===== src/rtl/mux_arb_pkg.sv =====
// mux_arb_pkg: shared mode encodings and channel-slice helper for the selector datapath
package mux_arb_pkg;
  localparam logic MODE_SEL = 1'b0;
  localparam logic MODE_RR = 1'b1;
  function automatic int chan_lo(input int k, input int w);
    return k * w;
  endfunction
endpackage


===== src/rtl/mux_arb_reg_rr_pick.sv =====
// rr_pick: rotate-priority search starting just after ptr, wrapping modulo N
module rr_pick #(
  parameter int N = 4,
  parameter int SW = $clog2(N)
) (
  input  logic [N-1:0]  req,
  input  logic [SW-1:0] ptr,
  output logic          any,
  output logic [SW-1:0] idx
);
  always_comb begin
    any = 1'b0;
    idx = '0;
    // walk from farthest to nearest so the nearest requester wins
    for (int i = N; i >= 1; i--) begin
      if (req[SW'((int'(ptr) + i) % N)]) begin
        any = 1'b1;
        idx = SW'((int'(ptr) + i) % N);
      end
    end
  end
endmodule


===== src/rtl/mux_arb_reg.sv =====
// mux_arb_reg: registered N-to-1 selector with direct or round-robin channel choice
module mux_arb_reg
  import mux_arb_pkg::*;
#(
  parameter int WIDTH = 16,
  parameter int N = 4,
  localparam int SW = $clog2(N)
) (
  input  logic             clk_i,
  input  logic             rst_i,
  input  logic             mode_i,
  input  logic [SW-1:0]    sel_i,
  input  logic [N-1:0]     in_valid_i,
  input  logic [N*WIDTH-1:0] in_data_i,
  output logic [N-1:0]     in_ready_o,
  output logic             out_valid_o,
  output logic [WIDTH-1:0] out_data_o,
  output logic [SW-1:0]    out_src_o,
  input  logic             out_ready_i
);
  logic [SW-1:0] ptr, rr_idx, gidx;
  logic rr_any, sel_ok, grant, load;
  logic [2**SW-1:0] vpad;
  logic [WIDTH-1:0] gdata;
  rr_pick #(.N(N), .SW(SW)) u_pick (.req(in_valid_i), .ptr(ptr), .any(rr_any), .idx(rr_idx));
  // padding makes out-of-range selects read as no request for non-power-of-two N
  always_comb begin
    vpad = '0;
    vpad[N-1:0] = in_valid_i;
  end
  assign sel_ok = vpad[sel_i];
  assign load = !out_valid_o || out_ready_i;
  assign grant = mode_i == MODE_SEL ? sel_ok : rr_any;
  assign gidx = mode_i == MODE_SEL ? sel_i : rr_idx;
  assign in_ready_o = (load && grant && !rst_i) ? N'(1) << gidx : '0;
  always_comb begin
    gdata = '0;
    for (int k = 0; k < N; k++)
      if (gidx == SW'(k)) gdata = in_data_i[chan_lo(k, WIDTH) +: WIDTH];
  end
  always_ff @(posedge clk_i) begin
    if (rst_i) begin
      out_valid_o <= 1'b0;
      out_data_o <= '0;
      out_src_o <= '0;
      ptr <= SW'(N - 1);
    end else if (load) begin
      out_valid_o <= grant;
      if (grant) begin
        out_data_o <= gdata;
        out_src_o <= gidx;
      end
      if (grant && mode_i == MODE_RR) ptr <= gidx;
    end
  end
endmodule

===== config.mk =====
export PLATFORM = sky130hd
export DESIGN_NAME = mux_arb_reg
export DESIGN_NICKNAME = d
export VERILOG_FILES = /design/src/rtl/mux_arb_pkg.sv /design/src/rtl/mux_arb_reg_rr_pick.sv /design/src/rtl/mux_arb_reg.sv
export SDC_FILE = /design/constraint.sdc
export NUM_CORES = 1
export LEC_CHECK = 0
export CAP_MARGIN = 20
export CORE_MARGIN = 5
export CORE_UTILIZATION = 31
export CTS_CLUSTER_SIZE = 25
export DETAILED_ROUTE_END_ITERATION = 16
export PLACE_DENSITY = 0.8
export SYNTH_ARGS = -nofsm -noshare
export SYNTH_HDL_FRONTEND = slang
export SYNTH_HIERARCHICAL = 1
export SYNTH_SLANG_ARGS = --single-unit

===== constraint.sdc =====
create_clock -name clk_i -period 2.1 [get_ports clk_i]
set_input_delay 0.42 -clock clk_i [delete_from_list [all_inputs] [get_ports clk_i]]
set_output_delay 0.42 -clock clk_i [all_outputs]
set_load 0.05 [all_outputs]

==> results of run 1 <==
## critical path, cell delays in order (launching register included)
cell      delay [ns]
dfxtp_4         0.38
nand2b_4        0.14
a21oi_2         0.13
o221ai_2        0.11
mux2i_2         0.21
buf_6           0.16
and3_4          0.20
buf_12          0.13
## cells in the mapped netlist (all sizes together)
cell type,number
clkbuf,4
and3b,1
a21oi,5
a211oi,2
nand3,1
nand2b,4
mux4,17
and2b,1
nor3,3
mux2i,4
inv,1
and3,3
nor2,4
a31oi,1
nand2,2
dfxtp,21
a211o,2
a22o,16
buf,4
nand3b,1
mux2,1
o221ai,1
nor3b,2
## report_power, final
part,switching [mW],leakage (nW),internal (mW)
Sequential,0.0303,0.174,0.446
Combinational,0.346,0.904,0.427
Clock,0.130,0.0228,0.135
Total,0.507,1.10,1.01
## sequential cells by signal, indices dropped and copies added (netlist names)
name         cells
ptr              2
out_data_o      16
out_valid_o      1
out_src_o        2
## per-layer routing
| layer | track usage | wire, um | vias to the layer above | share of wire |
|---|---|---|---|---|
| li1 | - | - | 673 | - |
| met1 | 0.170 | 1580 | 643 | 0.35 |
| met2 | 0.303 | 2380 | 65 | 0.53 |
| met3 | 0.0587 | 499 | 4 | 0.11 |
| met4 | 0.0427 | 40 | 0 | 0.0089 |
| met5 | 0 | 0 | - | 0 |
## final timing paths
check                    to  cells after the start      startpoint  slack (ns)
max           in_ready_o[2]                      7          ptr[1]       -0.04
min          out_data_o[14]                      1  out_data_o[14]        0.48
max reg2reg  out_data_o[13]                      8          ptr[1]       -0.03
min reg2reg  out_data_o[14]                      1  out_data_o[14]        0.48
## cell families after synthesis
family	after synthesis	synth area share
AOI/OAI and AO/OA	27	0.169
buffers and inverters	9	0.0521
and+or+nand+nor	22	0.106
DFF	21	0.318
muxes	22	0.354
## what timing repair did
item | CTS | global route
hold buffers | 0 | 0
resized for setup | 35 | 8
endpoints found under the setup margin | 21 | 6
gates cloned | 0 | 0
buffers inserted | 7 | 3
pin swaps | 5 | 5
## through the flow
| step | cells | setup TNS (ns) |
|---|---|---|
| final | 277 | -0.257 |
| after global routing | 277 | -1.08 |
| after CTS | 274 | -0.0865 |
| after detailed placement | 263 | -9.32 |
| after global placement | 263 | -7.85 |
| after floorplan | 101 | -0.0848 |
## area by class of cell
cell class,instances,area share
sequential,21,0.157
inverter,1,0.00138
tap,50,0.0231
clock buffer,4,0.0166
multi-input combinational,71,0.335
timing repair buffer,130,0.466
==> metrics.txt, run 1 <==
clock tree buffer depth 2; Post-DRT Antenna Nets 0; pin count of the biggest net entering global routing 17; Post-DP Area 0.00256 sq mm; arrival time of the worst setup path 1.72 ns; vias in the first global route 1466; root buf cell clkbuf_8; overall die width 75.3 um; TritonCTS buffer count 3; Syn. warnings 6; register area share after synthesis 0.318; minimum setup slack in the final design -0.0399 ns; number of inserted diodes 0; Starting Density 0.325; Pwr Total 1.51 mW; unique cell type count in the Yosys netlist 29; Worst setup EP type output pin; largest clock skew in the final design 0.00218 ns; Final Wtd Congestion 0.833; routed wire length 4.50 mm; commonest cells after routing, fill and taps aside clkdlybuf4s50_1 (84), buf_4 (31), dfxtp_1 (18), a22o_1 (16), mux4_2 (10); total area of multi-input combinational cells 910 sq um; synthesized instance count 101; most common library cell in the layout ignoring fill and taps clkdlybuf4s50_1; number of vias in the routed layout 1385; signed area change from the synthesized netlist to the final layout 105%; timing-limited maximum frequency 467 MHz; number of nets produced by synthesis 175; final worst-path cycle share 1.02; status finished with violations; number of buffers inserted by port buffering 96; area used by sequential logic in the layout 427 sq um; Fin. Hold Viols 0; number of design rule violations left after detail routing 0; remaining global-route overflow 0; Final min period 2.14 ns; number of top-level pins 97; detailed placer's ending HPWL 3.63 mm; number of detailed-route iterations in the first pass 4; # H-tree levels 1; layout filler cell count 316; netlist area before placement 0.00132 sq mm; failing checks setup timing; total die area 0.00566 sq mm; dominant cell type by area after synthesis dfxtp_1; leakage power total 1.10 nW; standard-cell rows 23; Max-Slew Margin vs Limit 0.658; area inside the core boundary 0.00406 sq mm; Least-Margin Pin Slew 0.512 ns; first-pass GRT wire length 6.84 mm; VDD IR-drop max 0.242 mV; top fanout value on the critical path 7; flop and latch count out of synthesis 21; data required time of the critical path 1.68 ns; layout cell share with drive strength beyond 1 0.348; sort of element at the start of the critical path flop; vias per cell 5.00; clock tree from TritonCTS built; initial detailed-routing violation count 17; initial antenna violation count 0; area fraction of the dominant cell type after synthesis 0.318; final core utilization 0.668; Setup Slack @ Placement -0.480 ns; clock sink count 21; hold_ws 0.481 ns; Die H 75.3 um; clock slew seen by the registers of the worst setup and hold paths 0.08 ns; Skew-Pair Late Insertion Delay 0.26 ns; Power Dens Cells 559 mW/mm^2; RSZ-0062 raised after global routing true; average routed wire per standard cell 16.2 um; total of endpoints with negative setup slack in the final report 10; Avg Synthesized Cell Area 13.1 sq um; max-cap violations 0; top area cells in the synthesized netlist dfxtp_1 (32%), mux4_1 (16%), mux4_2 (15%), a22o_1 (11%), mux2i_1 (3.0%); type of the most critical hold path flop to flop; max-slew violation count 0; count of nets after finishing 302; CP Class flop to output pin; final non-filler cell area 0.00271 sq mm; Total Routing Usage GR 0.162
(Power assumes the default switching activity.)
==> run 2: changes to the inputs <==
Settings changed: CORE_UTILIZATION 31 to 35, CTS_CLUSTER_SIZE 25 to 28, PLACE_DENSITY 0.8 to 0.81, SYNTH_HIERARCHICAL 1 to unset.
Clock period 2.1 ns to 2.35 ns, I/O delays scaled along.
==> metrics.txt, run 2 <==
leakage power total 1.27 nW (+15%); clock tree buffer depth 2 (unchanged); endpoint of the worst register-to-register path out_data_o[14]; flop and latch count out of synthesis 21 (unchanged); Avg Synthesized Cell Area 10.7 sq um (-18%); average routed wire per standard cell 15.6 um (-4.1%); Die H 75.8 um (+0.76%); Worst setup startpoint in_valid_i[3]; standard-cell rows 24 (+4.3%); routed wire length 4.86 mm (+8.0%); root buf cell clkbuf_8; number of flops mapped to enable cells by yosys 0 (unchanged); type of the most critical hold path flop to flop; unique cell type count in the Yosys netlist 38 (+31%); Syn. warnings 0 (-6); vias in the first global route 1621 (+11%); number of top-level pins 97 (unchanged); Max-Slew Margin vs Limit 0.647 (-0.0103); final non-filler cell area 0.00280 sq mm (+3.1%); first-pass GRT wire length 7.06 mm (+3.2%); Most flops, register out_data_o; reg-to-reg critical path startpoint ptr[0]; data required time of the critical path 1.88 ns (+0.20 ns); count of nets after finishing 335 (+11%); number of detailed-route iterations in the first pass 6 (+2); Starting Density 0.356 (+0.0303); placed insts 301 (+14%); largest clock skew in the final design 0.000922 ns (-0.00126 ns); register area share after synthesis 0.277 (-0.0413); area used by sequential logic in the layout 423 sq um (-0.88%); proportion of synthesized flip-flops having asynchronous set or reset 0 (unchanged); Final Instance Count excl. Fillers 312 (+13%); total die area 0.00575 sq mm (+1.5%); number of nets produced by synthesis 216 (+23%); netlist area before placement 0.00152 sq mm (+15%); commonest cells after routing, fill and taps aside clkdlybuf4s50_1 (85), mux2i_1 (49), buf_4 (23), dfxtp_1 (19), a22o_1 (16); registers with the most flip-flops out_data_o x16, out_src_o x2, ptr x2; vias per cell 5.04 (+0.83%); top fanout value on the critical path 5 (-2); timing-limited maximum frequency 427 MHz; total area of multi-input combinational cells 0.00101 sq mm (+11%); layout cell share with drive strength beyond 1 0.212 (-0.136); signed area change from the synthesized netlist to the final layout 84.4%; Final min period 2.34 ns; number of inserted diodes 0 (unchanged); RSZ-0062 raised after global routing true; number of buffers inserted by port buffering 96 (unchanged); max reg flops 16 (unchanged); Total Routing Usage GR 0.158 (-0.00365); layout filler cell count 368 (+16%); hold buffer count at cts 0 (unchanged); worst setup path endpoint in_ready_o[3]; most instantiated cells after synthesis mux2i_1 (49), dfxtp_1 (21), a22o_1 (16); most common library cell in the layout ignoring fill and taps clkdlybuf4s50_1; top area cells in the synthesized netlist mux2i_1 (32%), dfxtp_1 (28%), a22o_1 (9.2%), buf_12 (2.6%), buf_6 (2.2%); clock slew seen by the registers of the worst setup and hold paths 0.07 ns (about the same); remaining global-route overflow 0 (unchanged); TritonCTS buffer count 3 (unchanged); final worst-path cycle share 0.996; number of vias in the routed layout 1573 (+14%); VDD IR-drop max 0.281 mV (+16%); initial antenna violation count 0 (unchanged); area fraction of the dominant cell type after synthesis 0.323 (+0.00495); Post-DP Area 0.00268 sq mm (+4.7%); initial detailed-routing violation count 33 (+16); Worst setup EP type output pin; pin count of the biggest net entering global routing 18 (+1); CP Class primary input to output pin; flip-flop cell with the highest count after synthesis dfxtp_1; synthesized instance count 142 (+41%); sort of element at the start of the critical path primary input; area inside the core boundary 0.00426 sq mm (+5.1%); number of design rule violations left after detail routing 0 (unchanged); Power Dens Cells 499 mW/mm^2 (-11%); Post-DRT Antenna Nets 0 (unchanged); most frequent cell after synthesis mux2i_1; Skew-Pair Late Insertion Delay 0.25 ns (about the same); Least-Margin Pin Slew 0.527 ns (+0.0153 ns); total of endpoints with negative setup slack in the final report 0 (-10); dominant cell type by area after synthesis mux2i_1; flop-to-flop setup slack 0.36 ns (+0.39 ns); clock tree from TritonCTS built; clock sink count 21 (unchanged); worst reg2reg path depth 8 (unchanged); max-slew violation count 0 (unchanged); overall die width 75.8 um (+0.76%); max-cap violations 0 (unchanged); status completed; Final Wtd Congestion 0.772 (-7.4%); # H-tree levels 1 (unchanged); detailed placer's ending HPWL 3.94 mm (+8.6%); arrival time of the worst setup path 1.87 ns (+0.15 ns); Fin. Hold Viols 0 (unchanged)
==> run 2: kinds of logic after synthesis <==
kind of cell	synth area share
AOI/OAI and AO/OA	0.179
buffers and inverters	0.0833
DFF	0.277
muxes	0.370
and+or+nand+nor	0.0899
==> run 2: worst min-delay path by stage <==
stage	to	cells past startpoint	from	slack, ns
2_1_floorplan	ptr[0]	1	ptr[0]	0.50
4_1_cts	out_data_o[14]	1	out_data_o[14]	0.48
5_1_grt	out_data_o[1]	1	out_data_o[1]	0.50
3_5_place_dp	out_data_o[15]	1	out_data_o[15]	0.46
6_report	out_data_o[14]	1	out_data_o[14]	0.48
3_3_place_gp	out_data_o[0]	1	out_data_o[0]	0.46
==> run 2: layout make-up <==
| type | instances | area share |
|---|---|---|
| multi-input combinational | 108 | 0.361 |
| sequential | 21 | 0.151 |
| clock buffer | 4 | 0.0161 |
| timing repair buffer | 123 | 0.443 |
| tap | 52 | 0.0233 |
| inverter | 4 | 0.00537 |
==> run 2: where the power goes <==
group	total, mW	internal (mW)	switching [mW]	leakage [nW]
clock	0.226	0.120	0.106	0.0228
sequential	0.429	0.401	0.0278	0.173
combinational	0.739	0.380	0.359	1.07
==> run 2: metrics by stage <==
step           power [mW]  setup WS, ns  setup TNS, ns  utilization  hold slack, ns
2_1_floorplan       0.852        -0.153         -0.159            -           0.499
3_3_place_gp         1.14        -0.474          -5.42        0.628           0.460
3_5_place_dp         1.16        -0.500          -6.35        0.628           0.462
4_1_cts              1.40       0.00479              0        0.649           0.484
5_1_grt              1.47       -0.0184        -0.0184        0.656           0.502
6_report             1.39        0.0104              0        0.656           0.479
==> run 2: timing repair <==
| action | CTS | global route |
|---|---|---|
| setup buffers | 7 | 0 |
| gates cloned | 0 | 1 |
| setup endpoints to repair | 16 | 11 |
| pin swaps | 2 | 3 |
| endpoints found under the hold margin | 0 | 0 |
| gates resized for setup | 27 | 5 |
==> run 2: critical path, cell delays in order <==
cell     delay, ns
buf_6         0.10
or4_4         0.54
mux2i_4       0.19
a21oi_4       0.04
and2_4        0.15
and3b_2       0.21
buf_12        0.15
==> run 2: per-layer routing <==
metal	wire length [um]	up-vias	GRT usage
met5	0	-	0
met4	83	0	0.0583
met3	416	6	0.0224
met2	2590	55	0.309
met1	1770	728	0.168
li1	-	784	-
